## config.mk

```make
export PLATFORM = sky130hd
export DESIGN_NAME = iter_divider
export DESIGN_NICKNAME = d
export VERILOG_FILES = /design/src/rtl/iter_divider_pkg.sv /design/src/rtl/iter_divider_div_step.sv /design/src/rtl/iter_divider.sv
export SDC_FILE = /design/constraint.sdc
export NUM_CORES = 1
export LEC_CHECK = 0
export ABC_AREA = 1
export CAP_MARGIN = 40
export CELL_PAD_IN_SITES_DETAIL_PLACEMENT = 1
export CELL_PAD_IN_SITES_GLOBAL_PLACEMENT = 1
export CORE_MARGIN = 3
export CORE_UTILIZATION = 44
export DETAILED_ROUTE_END_ITERATION = 8
export PLACE_DENSITY_LB_ADDON = 0.15
export SYNTH_ARGS = -nofsm -noshare
export SYNTH_HDL_FRONTEND = slang
export SYNTH_SLANG_ARGS = --single-unit
```

## constraint.sdc

```tcl
create_clock -name clk -period 3.3 [get_ports clk]
set_input_delay 0.495 -clock clk [delete_from_list [all_inputs] [get_ports clk]]
set_output_delay 0.495 -clock clk [all_outputs]
set_load 0.01 [all_outputs]
```

## src/rtl/iter_divider_pkg.sv

```systemverilog
// Shared definitions for the iterative radix-2 divider.
package iter_divider_pkg;

  localparam int unsigned DEFAULT_WIDTH = 32;

  typedef enum logic [1:0] {
    S_IDLE = 2'd0,
    S_RUN  = 2'd1,
    S_FIX  = 2'd2,
    S_DONE = 2'd3
  } state_e;

endpackage

```

## src/rtl/iter_divider_div_step.sv

```systemverilog
// One restoring-division iteration: shift in a dividend bit, trial-subtract, select.
module div_step #(
  parameter int unsigned WIDTH = 32
) (
  input  logic [WIDTH-1:0] rem_i,
  input  logic             dvd_msb_i,
  input  logic [WIDTH-1:0] dvs_i,
  output logic [WIDTH-1:0] rem_o,
  output logic             qbit_o
);

  logic [WIDTH:0] shifted;
  logic [WIDTH:0] diff;

  always_comb begin
    shifted = {rem_i, dvd_msb_i};
    diff    = shifted - {1'b0, dvs_i};
    // Bit WIDTH of the difference is the borrow: set means the trial went negative.
    qbit_o  = ~diff[WIDTH];
    rem_o   = qbit_o ? diff[WIDTH-1:0] : shifted[WIDTH-1:0];
  end

endmodule

```

## src/rtl/iter_divider.sv

```systemverilog
// Multi-cycle signed/unsigned integer divider (DIV/DIVU), fixed WIDTH+2 cycle latency.
module iter_divider
  import iter_divider_pkg::*;
#(
  parameter int unsigned WIDTH = DEFAULT_WIDTH
) (
  input  logic             clk,
  input  logic             rst,
  input  logic             start,
  input  logic             is_signed,
  input  logic [WIDTH-1:0] dividend,
  input  logic [WIDTH-1:0] divisor,
  output logic             busy,
  output logic             done,
  output logic [WIDTH-1:0] quotient,
  output logic [WIDTH-1:0] remainder,
  output logic             div_by_zero
);

  localparam int unsigned CW = $clog2(WIDTH + 1);

  state_e           state_q, state_d;
  logic [CW-1:0]    cnt_q, cnt_d;
  logic [WIDTH-1:0] dvd_q, dvd_d;
  logic [WIDTH-1:0] rem_q, rem_d;
  logic [WIDTH-1:0] dvs_q, dvs_d;
  logic             sgn_q, sgn_d;
  logic             a_neg_q, a_neg_d;
  logic             b_neg_q, b_neg_d;
  logic [WIDTH-1:0] quo_q, quo_d;
  logic [WIDTH-1:0] remo_q, remo_d;
  logic             dz_q, dz_d;

  logic [WIDTH-1:0] step_rem;
  logic             step_qbit;
  logic             dz_now;

  div_step #(.WIDTH(WIDTH)) u_step (
    .rem_i     (rem_q),
    .dvd_msb_i (dvd_q[WIDTH-1]),
    .dvs_i     (dvs_q),
    .rem_o     (step_rem),
    .qbit_o    (step_qbit)
  );

  always_comb begin
    state_d = state_q;
    cnt_d   = cnt_q;
    dvd_d   = dvd_q;
    rem_d   = rem_q;
    dvs_d   = dvs_q;
    sgn_d   = sgn_q;
    a_neg_d = a_neg_q;
    b_neg_d = b_neg_q;
    quo_d   = quo_q;
    remo_d  = remo_q;
    dz_d    = dz_q;
    dz_now  = (dvs_q == '0);

    unique case (state_q)
      S_IDLE: begin
        if (start) begin
          sgn_d   = is_signed;
          a_neg_d = is_signed & dividend[WIDTH-1];
          b_neg_d = is_signed & divisor[WIDTH-1];
          dvd_d   = (is_signed & dividend[WIDTH-1]) ? -dividend : dividend;
          dvs_d   = (is_signed & divisor[WIDTH-1])  ? -divisor  : divisor;
          rem_d   = '0;
          cnt_d   = '0;
          state_d = S_RUN;
        end
      end
      S_RUN: begin
        // The dividend register doubles as the quotient: bits leave at the top, quotient bits enter at the bottom.
        if (cnt_q == CW'(WIDTH)) begin
          state_d = S_FIX;
        end else begin
          rem_d = step_rem;
          dvd_d = {dvd_q[WIDTH-2:0], step_qbit};
          cnt_d = cnt_q + CW'(1);
        end
      end
      S_FIX: begin
        // A zero divisor leaves all quotient bits set and |dividend| in the remainder; keep the all-ones quotient.
        quo_d   = (sgn_q & (a_neg_q ^ b_neg_q) & ~dz_now) ? -dvd_q : dvd_q;
        remo_d  = (sgn_q & a_neg_q) ? -rem_q : rem_q;
        dz_d    = dz_now;
        state_d = S_DONE;
      end
      S_DONE: state_d = S_IDLE;
      default: state_d = S_IDLE;
    endcase
  end

  always_ff @(posedge clk) begin
    if (rst) begin
      state_q <= S_IDLE;
      cnt_q   <= '0;
      dvd_q   <= '0;
      rem_q   <= '0;
      dvs_q   <= '0;
      sgn_q   <= 1'b0;
      a_neg_q <= 1'b0;
      b_neg_q <= 1'b0;
      quo_q   <= '0;
      remo_q  <= '0;
      dz_q    <= 1'b0;
    end else begin
      state_q <= state_d;
      cnt_q   <= cnt_d;
      dvd_q   <= dvd_d;
      rem_q   <= rem_d;
      dvs_q   <= dvs_d;
      sgn_q   <= sgn_d;
      a_neg_q <= a_neg_d;
      b_neg_q <= b_neg_d;
      quo_q   <= quo_d;
      remo_q  <= remo_d;
      dz_q    <= dz_d;
    end
  end

  assign busy        = (state_q == S_RUN) || (state_q == S_FIX);
  assign done        = (state_q == S_DONE);
  assign quotient    = quo_q;
  assign remainder   = remo_q;
  assign div_by_zero = dz_q;

endmodule

```

==> qor.tcl <==
set qor(outcome) {finished clean}
set qor(netlist-cell-type-count) 51
set qor(die_h_um) 180.4
set qor(required_time_worst_endpoint_ns) 3.60
set qor(core_sq_um) 29800
set qor(cts_sinks) 172
set qor(number_of_cells_after_detailed_placement) 2699
set qor(grt_max_degree) 77
set qor(timing.setup.tns_ns) 0
set qor(grt_setup_unrepaired) {no}
set qor(synthDominantAreaCellType) {dfxtp_1}
set qor(yosys_warnings) 0
set qor(drt_drc_violations_left) 0
set qor(met1Wirelength_um) 23410
set qor(initial_antenna_violation_count) 1
set qor(drt-vias-per-instance) 5.430
set qor(synth.area.top_cells) {dfxtp_1, nand2_1, inv_1}
set qor(yosys_register_bits) 172
set qor(top_signal_layer_used) {met4}
set qor(synth_largest_type_area_fraction) 0.2572
set qor(worst_setup_path_start_kind) {flop}
set qor(syn_area_sq_um) 13390
set qor(endpoint_kind) {flop}
set qor(post_cts_buffers) 0
set qor(syn_to_final_growth_pct) 17.61
set qor(dpl.hpwl_um) 39450
set qor(seq_total_area_yosys) 0.2572
set qor(power.static_leakage_nw) 7.483
set qor(min_tclk_post_route_ns) 2.935
set qor(clock_latency_at_the_later_pin_of_the_worst_skew_pair_ns) 0.45
set qor(min_path_type) {flop to flop}
set qor(final_nets) 2440
set qor(setup_viol) 0
set qor(arrival_ns) 3.24
set qor(numCtsBuffers) 17
set qor(detailroute.wirelength.met3_um) 2457
set qor(synth.net_count) 2335
set qor(grt_pass1_wl_um) 78620
set qor(firstDrtPassIters) 5
set qor(synth_cells) 2223
set qor(floorplan.io_pins) 135
set qor(detailedPlace.worstSlack_ns) 0.4077
set qor(ir_worst_vdd_v) 0.0004067
set qor(drt_first_iter_violations) 1040
set qor(worst_path_max_delay_cell) {dfxtp_1}
set qor(hold_violations) 0
set qor(multi_input_comb_area_sq_um) 8282
set qor(timing.max_slew.rel_slack) 0.5489
set qor(syn-mean-instance-area_sq_um) 6.023
set qor(final_layout_size_suffix_gt1_frac) 0.07518
set qor(cts.hold.buffers_added) 0
set qor(crit_family) {simple AND/OR/NAND/NOR gates}
set qor(floorplan.rows) 63
set qor(synthFlopType) {dfxtp_1}
set qor(power_per_cell_area_nw_per_um2) 741.0
set qor(post_cts_resized) 0
set qor(overall_fraction_of_global_route_tracks_in_use) 0.2952
set qor(fp.dieW_um) 180.4
set qor(grt_pass1_vias) 14770
set qor(final_critical_path_setup_slack_ns) 0.3654
set qor(fmax_ghz) 0.3408
set qor(grt_overflow) 0
set qor(timing.critical_path.fanout_max) 27
set qor(min_period_over_period) 0.8893
set qor(filler_cells_inserted) 4197
set qor(cts_htree_levels) 4
set qor(timing.final.max_slew_violations) 0
set qor(most_frequent_cells_after_synthesis) {nand2_1, inv_1, nor2_1}
set qor(final-instance-count-excl-fill) 2732
set qor(routed-wl-met2_um) 21930
set qor(maxCapViolCount) 0
set qor(die_area_sq_um) 32560
set qor(cp_slowest_stage_delay_ns) 0.44
set qor(detailed_route_wire_length_um) 49460
set qor(clock-skew-final_ns) 0.01657
set qor(timing.setup.critical_path_class) {flop to flop}
set qor(crit_path_top_cell_by_count) {nand2_4}
set qor(async_reset_ff_frac) 0
set qor(io_buffers) 134
set qor(synth_edf_count) 0
set qor(wl_per_cell_um) 18.10
set qor(drt.antenna.violating_nets) 0
set qor(start_util) 0.4494
set qor(root_buffer_cell) {clkbuf_16}
set qor(vias) 14830
set qor(timing_worst_slew_pin_value_ns) 0.6767
set qor(timing.critical_path.cells) {inv_1 > ha_1 > fa_1 > inv_1 > nand2_1 > nand2_1 > nand3_1 > nand2_2 > nand2_2 > nand2_4 > nand2_4 > nand2_4 > nand2_4 > nand2_4 > nand2_1 > nand3_1 > a21oi_1}
set qor(clk_pin_slew_worst_paths_ns) 0.07
set qor(tritoncts) {built}
set qor(worstPathBufferInverterCount) 2
set qor(yosysMostFrequentCell) {nand2_1}
set qor(cts_buffer_depth) 2
set qor(gp_congestion) 0.9922
set qor(sequential_cell_area_sq_um) 3443
## placed cells by master, fill, tap and decap left out, types with 3 or more instances in the layout
cell type and instances:
nand3_1 168, o22ai_1 19, inv_1 342, nor3_2 5
o21ai_0 95, o21bai_1 4, and3_1 4, nand2_4 5
nor2_2 9, ha_1 42, nor4_1 7, nand3b_1 15
a21oi_2 22, inv_8 5, nor3b_1 3, inv_2 12
and2_1 4, xor2_1 57, clkinv_1 4, o21ai_2 3
clkbuf_16 17, a31oi_1 17, o21ai_1 3, o221ai_1 11
clkinv_4 4, nand2_2 31, nand3_2 24, dfxtp_1 172
a21oi_1 105, o211ai_1 14, nor3_1 25, nand2_1 587
clkdlybuf4s50_1 133, xnor2_1 19, nand4_1 26, buf_4 25
nor2_1 274
## sequential cells by signal, summed over array words and instances, names as in the netlist, 2 cells and up
signal / flops
quotient: 32
remainder: 32
rem_q: 32
state_q: 2
dvs_q: 32
dvd_q: 32
cnt_q: 6
## worst register-to-register path, cell delays in order (launching register included)
cell,delay [ns]
dfxtp_1,0.44
inv_1,0.12
ha_1,0.22
fa_1,0.38
inv_1,0.09
nand2_1,0.07
nand2_1,0.10
nand3_1,0.09
nand2_2,0.11
nand2_2,0.07
nand2_4,0.07
nand2_4,0.07
nand2_4,0.08
nand2_4,0.19
nand2_4,0.41
nand2_1,0.12
nand3_1,0.10
a21oi_1,0.07
## final timing paths
check                startpoint             to  slack, ns  cells after the start
setup / recovery      dvd_q[31]       rem_q[0]       0.37                     17
hold / removal    remainder[15]  remainder[15]       0.49                      2
setup reg to reg      dvd_q[31]       rem_q[0]       0.37                     17
hold reg to reg   remainder[15]  remainder[15]       0.49                      2
## stage by stage
step / power (W) / hold WS, ns / instance area, sq um / utilization
after CTS: 0.01164 / 0.4975 / 15740 / 0.5284
after global placement: 0.009244 / 0.4634 / 15120 / 0.5073
after detailed placement: 0.009498 / 0.4800 / 15140 / 0.5082
final: 0.01167 / 0.4872 / 15750 / 0.5285
after global routing: 0.01255 / 0.5159 / 15750 / 0.5285
after floorplan: 0.007238 / 0.4477 / 13390 / -
## metal layers
metal / global-route usage / up-vias
met5: 0 / -
met4: 0.1025 / 0
met3: 0.02745 / 85
met2: 0.4659 / 387
met1: 0.4219 / 7115
li1: - / 7247
## cell families (layout without fill, tap and decap cells)
| logic type | Yosys count | in the layout | share of synthesized area |
|---|---|---|---|
| adders and majority gates | 44 | 44 | 0.04168 |
| DFF | 172 | 172 | 0.2572 |
| buffers and inverters | 433 | 551 | 0.1252 |
| and+or+nand+nor | 1192 | 1192 | 0.3916 |
| other | 0 | 1 | 0 |
| xor gates and xnor gates | 76 | 76 | 0.04972 |
| AOI/OAI and AO/OA | 306 | 306 | 0.1346 |
## power breakdown
part           internal (W)  total (W)  switching [W]
Clock               0.00109    0.00210        0.00101
Combinational       0.00226    0.00656        0.00430
Sequential          0.00259    0.00302       0.000427
Total               0.00594     0.0117        0.00573
## final cells by class
class | instances | area share
multi-input cells | 1618 | 0.5259
flip-flops and latches | 172 | 0.2187
repair buffers | 161 | 0.1008
inverters | 358 | 0.08534
well taps | 390 | 0.03099
clock buffers | 18 | 0.02725
clock inverters | 14 | 0.01089
diodes | 1 | 0.0001589
(Power assumes the default switching activity.)
